$ cat src/rtl/calc_pkg.sv
// Shared constants and state encoding for the calculator keypad path.
package calc_pkg;

   localparam logic [3:0] KEY_ENTER = 4'hA;
   localparam logic [3:0] KEY_CLEAR = 4'hB;
   localparam logic [3:0] KEY_BACK  = 4'hC;

   localparam int         DEF_WIDTH   = 8;
   localparam logic [9:0] OPERAND_MAX = 10'd255;

   typedef enum logic [1:0] {
      S_IDLE  = 2'd0,
      S_ENTRY = 2'd1,
      S_LOAD  = 2'd2,
      S_ERROR = 2'd3
   } state_t;

endpackage

$ cat src/rtl/bcd_to_bin.sv
// Three-digit BCD to 10-bit binary with an over-range flag (> OPERAND_MAX).
module bcd_to_bin
   import calc_pkg::*;
(
   input  logic [3:0] i_d2,
   input  logic [3:0] i_d1,
   input  logic [3:0] i_d0,
   output logic [9:0] o_bin,
   output logic       o_ovr
);

   logic [9:0] w_bin;

   assign w_bin = 10'(i_d2) * 10'd100
                + 10'(i_d1) * 10'd10
                + 10'(i_d0);

   assign o_bin = w_bin;
   assign o_ovr = (w_bin > OPERAND_MAX);

endmodule

$ cat src/rtl/operand_entry.sv
// Keypad operand accumulator feeding the operand register enable/data.
// OPERAND_SAT_EN: overflow clamps to 255 with a sticky err instead of ERROR.
module operand_entry
   import calc_pkg::*;
#(
   parameter int WIDTH      = DEF_WIDTH,
   parameter int MAX_DIGITS = 3
) (
   input  logic             clk,
   input  logic             rst,
   input  logic             key_valid,
   input  logic [3:0]       key_code,
   output logic [WIDTH-1:0] operand,
   output logic             load_en,
   output logic [1:0]       digit_cnt,
   output logic             err,
   output logic             busy
);

   state_t     r_state;
   state_t     w_nxt;
   logic [3:0] r_d0, r_d1, r_d2;
   logic [3:0] w_d0, w_d1, w_d2;
   logic [1:0] r_cnt, w_cnt;
   logic       r_err, w_err;
   logic       r_load;

   logic [9:0] w_held_bin;
   logic       w_held_ovr;
   logic [9:0] w_cand_bin;
   logic       w_cand_ovr;
   logic [9:0] w_clamped;
   logic       w_is_dig;
   logic       w_full;
   logic       w_unused;

   bcd_to_bin u_held (
      .i_d2  (r_d2),
      .i_d1  (r_d1),
      .i_d0  (r_d0),
      .o_bin (w_held_bin),
      .o_ovr (w_held_ovr)
   );

   // Candidate is the held value with the new key shifted in.
   bcd_to_bin u_cand (
      .i_d2  (r_d1),
      .i_d1  (r_d0),
      .i_d0  (key_code),
      .o_bin (w_cand_bin),
      .o_ovr (w_cand_ovr)
   );

   assign w_unused  = ^w_cand_bin;
   assign w_is_dig  = (key_code <= 4'd9);
   assign w_full    = (r_cnt == 2'(MAX_DIGITS));
   assign w_clamped = w_held_ovr ? OPERAND_MAX : w_held_bin;

   always_comb begin
      w_nxt = r_state;
      w_d0  = r_d0;
      w_d1  = r_d1;
      w_d2  = r_d2;
      w_cnt = r_cnt;
      w_err = r_err;
      unique case (r_state)
         S_IDLE: begin
            if (key_valid && w_is_dig) begin
               w_d0  = key_code;
               w_cnt = 2'd1;
               w_nxt = S_ENTRY;
            end else if (key_valid && key_code == KEY_ENTER) begin
               w_nxt = S_LOAD;
            end
         end
         S_ENTRY: begin
            if (key_valid && w_is_dig) begin
               if (!w_full) begin
                  if (!w_cand_ovr) begin
                     w_d2  = r_d1;
                     w_d1  = r_d0;
                     w_d0  = key_code;
                     w_cnt = r_cnt + 2'd1;
                  end else begin
`ifdef OPERAND_SAT_EN
                     w_d2  = r_d1;
                     w_d1  = r_d0;
                     w_d0  = key_code;
                     w_cnt = r_cnt + 2'd1;
                     w_err = 1'b1;
`else
                     w_err = 1'b1;
                     w_nxt = S_ERROR;
`endif
                  end
               end
            end else if (key_valid && key_code == KEY_BACK) begin
               w_d0  = r_d1;
               w_d1  = r_d2;
               w_d2  = 4'd0;
               w_cnt = r_cnt - 2'd1;
               if (r_cnt == 2'd1) w_nxt = S_IDLE;
            end else if (key_valid && key_code == KEY_CLEAR) begin
               w_d0  = 4'd0;
               w_d1  = 4'd0;
               w_d2  = 4'd0;
               w_cnt = 2'd0;
               w_err = 1'b0;
               w_nxt = S_IDLE;
            end else if (key_valid && key_code == KEY_ENTER) begin
               w_nxt = S_LOAD;
            end
         end
         S_LOAD: begin
            w_d0  = 4'd0;
            w_d1  = 4'd0;
            w_d2  = 4'd0;
            w_cnt = 2'd0;
            w_err = 1'b0;
            w_nxt = S_IDLE;
         end
         S_ERROR: begin
            if (key_valid && key_code == KEY_CLEAR) begin
               w_d0  = 4'd0;
               w_d1  = 4'd0;
               w_d2  = 4'd0;
               w_cnt = 2'd0;
               w_err = 1'b0;
               w_nxt = S_IDLE;
            end
         end
         default: w_nxt = S_IDLE;
      endcase
   end

   always_ff @(posedge clk) begin
      if (rst) begin
         r_state <= S_IDLE;
         r_d0    <= 4'd0;
         r_d1    <= 4'd0;
         r_d2    <= 4'd0;
         r_cnt   <= 2'd0;
         r_err   <= 1'b0;
         r_load  <= 1'b0;
      end else begin
         r_state <= w_nxt;
         r_d0    <= w_d0;
         r_d1    <= w_d1;
         r_d2    <= w_d2;
         r_cnt   <= w_cnt;
         r_err   <= w_err;
         r_load  <= (w_nxt == S_LOAD);
      end
   end

   assign operand   = w_clamped[WIDTH-1:0];
   assign load_en   = r_load;
   assign digit_cnt = r_cnt;
   assign err       = r_err;
   assign busy      = (r_state == S_LOAD);

endmodule

$ cat config.mk
export PLATFORM = sky130hd
export DESIGN_NAME = operand_entry
export DESIGN_NICKNAME = d
export VERILOG_FILES = /design/src/rtl/calc_pkg.sv /design/src/rtl/bcd_to_bin.sv /design/src/rtl/operand_entry.sv
export SDC_FILE = /design/constraint.sdc
export NUM_CORES = 1
export LEC_CHECK = 0
export CAP_MARGIN = 20
export CORE_MARGIN = 4
export CORE_UTILIZATION = 56
export CTS_CLUSTER_SIZE = 14
export DETAILED_ROUTE_END_ITERATION = 6
export HOLD_SLACK_MARGIN = 0.05
export PLACE_DENSITY = 0.83
export SYNTH_ARGS = -nofsm -noshare
export SYNTH_HDL_FRONTEND = slang
export SYNTH_HIERARCHICAL = 1
export SYNTH_SLANG_ARGS = --single-unit
$ cat constraint.sdc
create_clock -name clk -period 6.95 [get_ports clk]
set_clock_uncertainty 0.05 [all_clocks]
set_input_delay 0.695 -clock clk [delete_from_list [all_inputs] [get_ports clk]]
set_output_delay 0.695 -clock clk [all_outputs]
set_load 0.005 [all_outputs]
==> summary.txt <==
Clock tree
  – Post-cts resize count: 0
  – CTS tree: done
  – Setup bufs post-CTS: 0
  – CTS Buffer Depth: 2
  – Root Driver: clkbuf_8
  – Latest clock arrival within the worst-skew pair: 0.25 ns
  – H-tree levels: 1
  – Hold Buf Count CTS: 0
  – CTS Buf Count: 3
  – Clock tree sinks: 18
  – CTS clk-pin slew, worst paths: 0.07 ns

Placed design
  – Post-DP HPWL: 4190 µm
  – Port Buffers: 19
  – RD Place Congestion: approximately 0.87

Logic synthesis
  – Ys Warns: 6
  – Synthesized cell area: 0.00245 mm²
  – Synthesized area per cell: 9.31 µm²
  – Syn Inst Count: around 260
  – Syn nets: 328

Hold path
  – HP Start: err
  – Worst Hold Class: flip-flop to flip-flop

Power
  – Switching power: 97.8 µW
  – Reg power frac: 0.403
  – P_int: 203 µW
  – Cell Pwr Density: around 110 mW/mm²
  – Clock Power Share: 0.284
  – Switch share: 0.325
  – Peak supply drop: 0.0548 mV
  – Comb power frac: 0.313
  – Leakage: 0.00137 µW

Critical path
  – Slowest CP cell: dfxtp_1
  – Cell repeated most along the worst path: ha_1
  – Maximum fanout along the worst path: 8
  – Crit Path Class: flip-flop to output pin
  – Worst-path cell chain: ha_1 > ha_1 > fa_1 > xor2_1 > ha_1 > ha_1 > a21oi_1 > o21a_1 > o31ai_2 > xnor2_1 > or2_1 > or2_2 > clkdlybuf4s50_1
  – Worst path required time: 6.20 ns
  – Worst r2r src: r_d0[3]
  – Startpoint types: flip-flop
  – CP endpoint kind: output pin
  – Critical Path Max Stage Delay: between 0.5 and 0.6 ns
  – Crit path from: r_d1[3]
  – Worst endpoint data arrival time: around 4.2 ns

Final layout
  – Filler cells: 380
  – Register area: 360 µm²
  – Final nets: 341
  – Share of layout cells above drive strength 1: 0.131
  – Most common cell after layout, fill and taps aside: ha_1
  – Footprint of the multi-input gates: about 0.0020 mm²
  – Area Overhead vs Synth: 9.41%
  – # diodes: 0
  – Most frequent cells in the layout: ha_1, clkdlybuf4s50_1, dfxtp_1

STA
  – Setup Viol. Count Final: 0
  – Slew HR: 0.586
  – Setup TNS Final: 0 ns
  – Final hold violation count: 0
  – Pins Over Slew Limit: 0
  – Worst hold slack: 0.423 ns
  – Slew @ Worst Pin: 0.620 ns
  – Period utilization: 0.710
  – Final min period: 4.94 ns
  – RSZ-0062 raised after global routing: no
  – Fmax achieved: around 200 MHz

Global route
  – Largest net degree at the start of global routing: 20
  – First-pass GRT wire length: 9170 µm
  – Tot GR Track Use: 0.208
  – Gr ovfl total: 0
  – Vias in the first global route: between 2000 and 2500
  – Initial antenna violation count: 0

Route
  – DR WL met3: around 240 µm
  – Drt total wl: around 5400 µm
  – Top Metal Used: met4
  – WL met1: 2390 µm
  – Residual DRC: 0
  – Vias: 2013
  – DRT Pass-1 Iters: 4
  – Vias/cell: 6.19
  – DRT iter0 DRCs: 215
  – Number of routed nets with antenna violations: 0
  – DR WL/cell: 16.5 µm
  – Met2 wire len: between 2000 and 3000 µm

Floorplanning
  – DIE WIDTH: 74.1 µm
  – Die area: 0.00549 mm²
  – Core Box Area: 0.00412 mm²
  – Row cnt: 23
  – Num ports: 20
  – Die Span Y: 74.1 µm
  – Initial Util: 0.595

Status
  – Status: complete, no violations

Job
  – # Max-Cap Violations: 0
[routing by layer]
layer,vias up,global-route usage
met2,49,0.365
met4,0,0.0483
met5,-,0
met1,971,0.274
li1,987,-
met3,6,0.0203
[registers in the layout, summed over array words and instances (netlist names)]
register,count
r_d0,4
r_d1,4
r_d2,4
digit_cnt,2
r_state,2
err,1
load_en,1
[per-stage QoR]
stage	power, µW	utilization	cells	setup WS (ns)	cell area (µm²)
final	301	0.651	325	2.01	2680
after global routing	318	0.651	325	1.82	2680
after CTS	300	0.651	325	1.99	2680
after detailed placement	216	0.637	321	2.29	2620
after global placement	213	0.637	321	2.35	2620
after floorplan	188	-	263	3.06	2450
[worst paths after layout]
path,to,slack (ns),cells past startpoint
max,operand[4],2.01,13
min,err,0.42,2
max reg2reg,r_d2[3],2.57,15
min reg2reg,err,0.42,2
[layout make-up]
type / count / area share
inverters: 8 / 0.0112
clock buffers: 4 / 0.0206
flip-flops and latches: 18 / 0.135
multi-input cells: 226 / 0.739
repair buffers: 19 / 0.0710
well taps: 50 / 0.0234
[critical path: cells and delay by family, from the launching register on]
family / cells / cell delay, ns
AO/OA/AOI/OAI: 3 / 0.43
XOR/XNOR: 2 / 0.28
adder cells (fa/ha/maj): 5 / 1.61
buffers and inverters: 1 / 0.44
flip-flops: 1 / 0.57
AND/OR/NAND/NOR: 2 / 0.59
[power groups by stage]
stage               Sequential [µW]  Combinational [µW]  Clock, µW
global route                    123                 105       90.0
floorplan                       116                71.2          0
global placement                123                89.9          0
CTS                             121                93.9       85.1
finish                          121                94.1       85.3
detailed placement              123                93.2          0
Power figures use the tool's default switching activity.
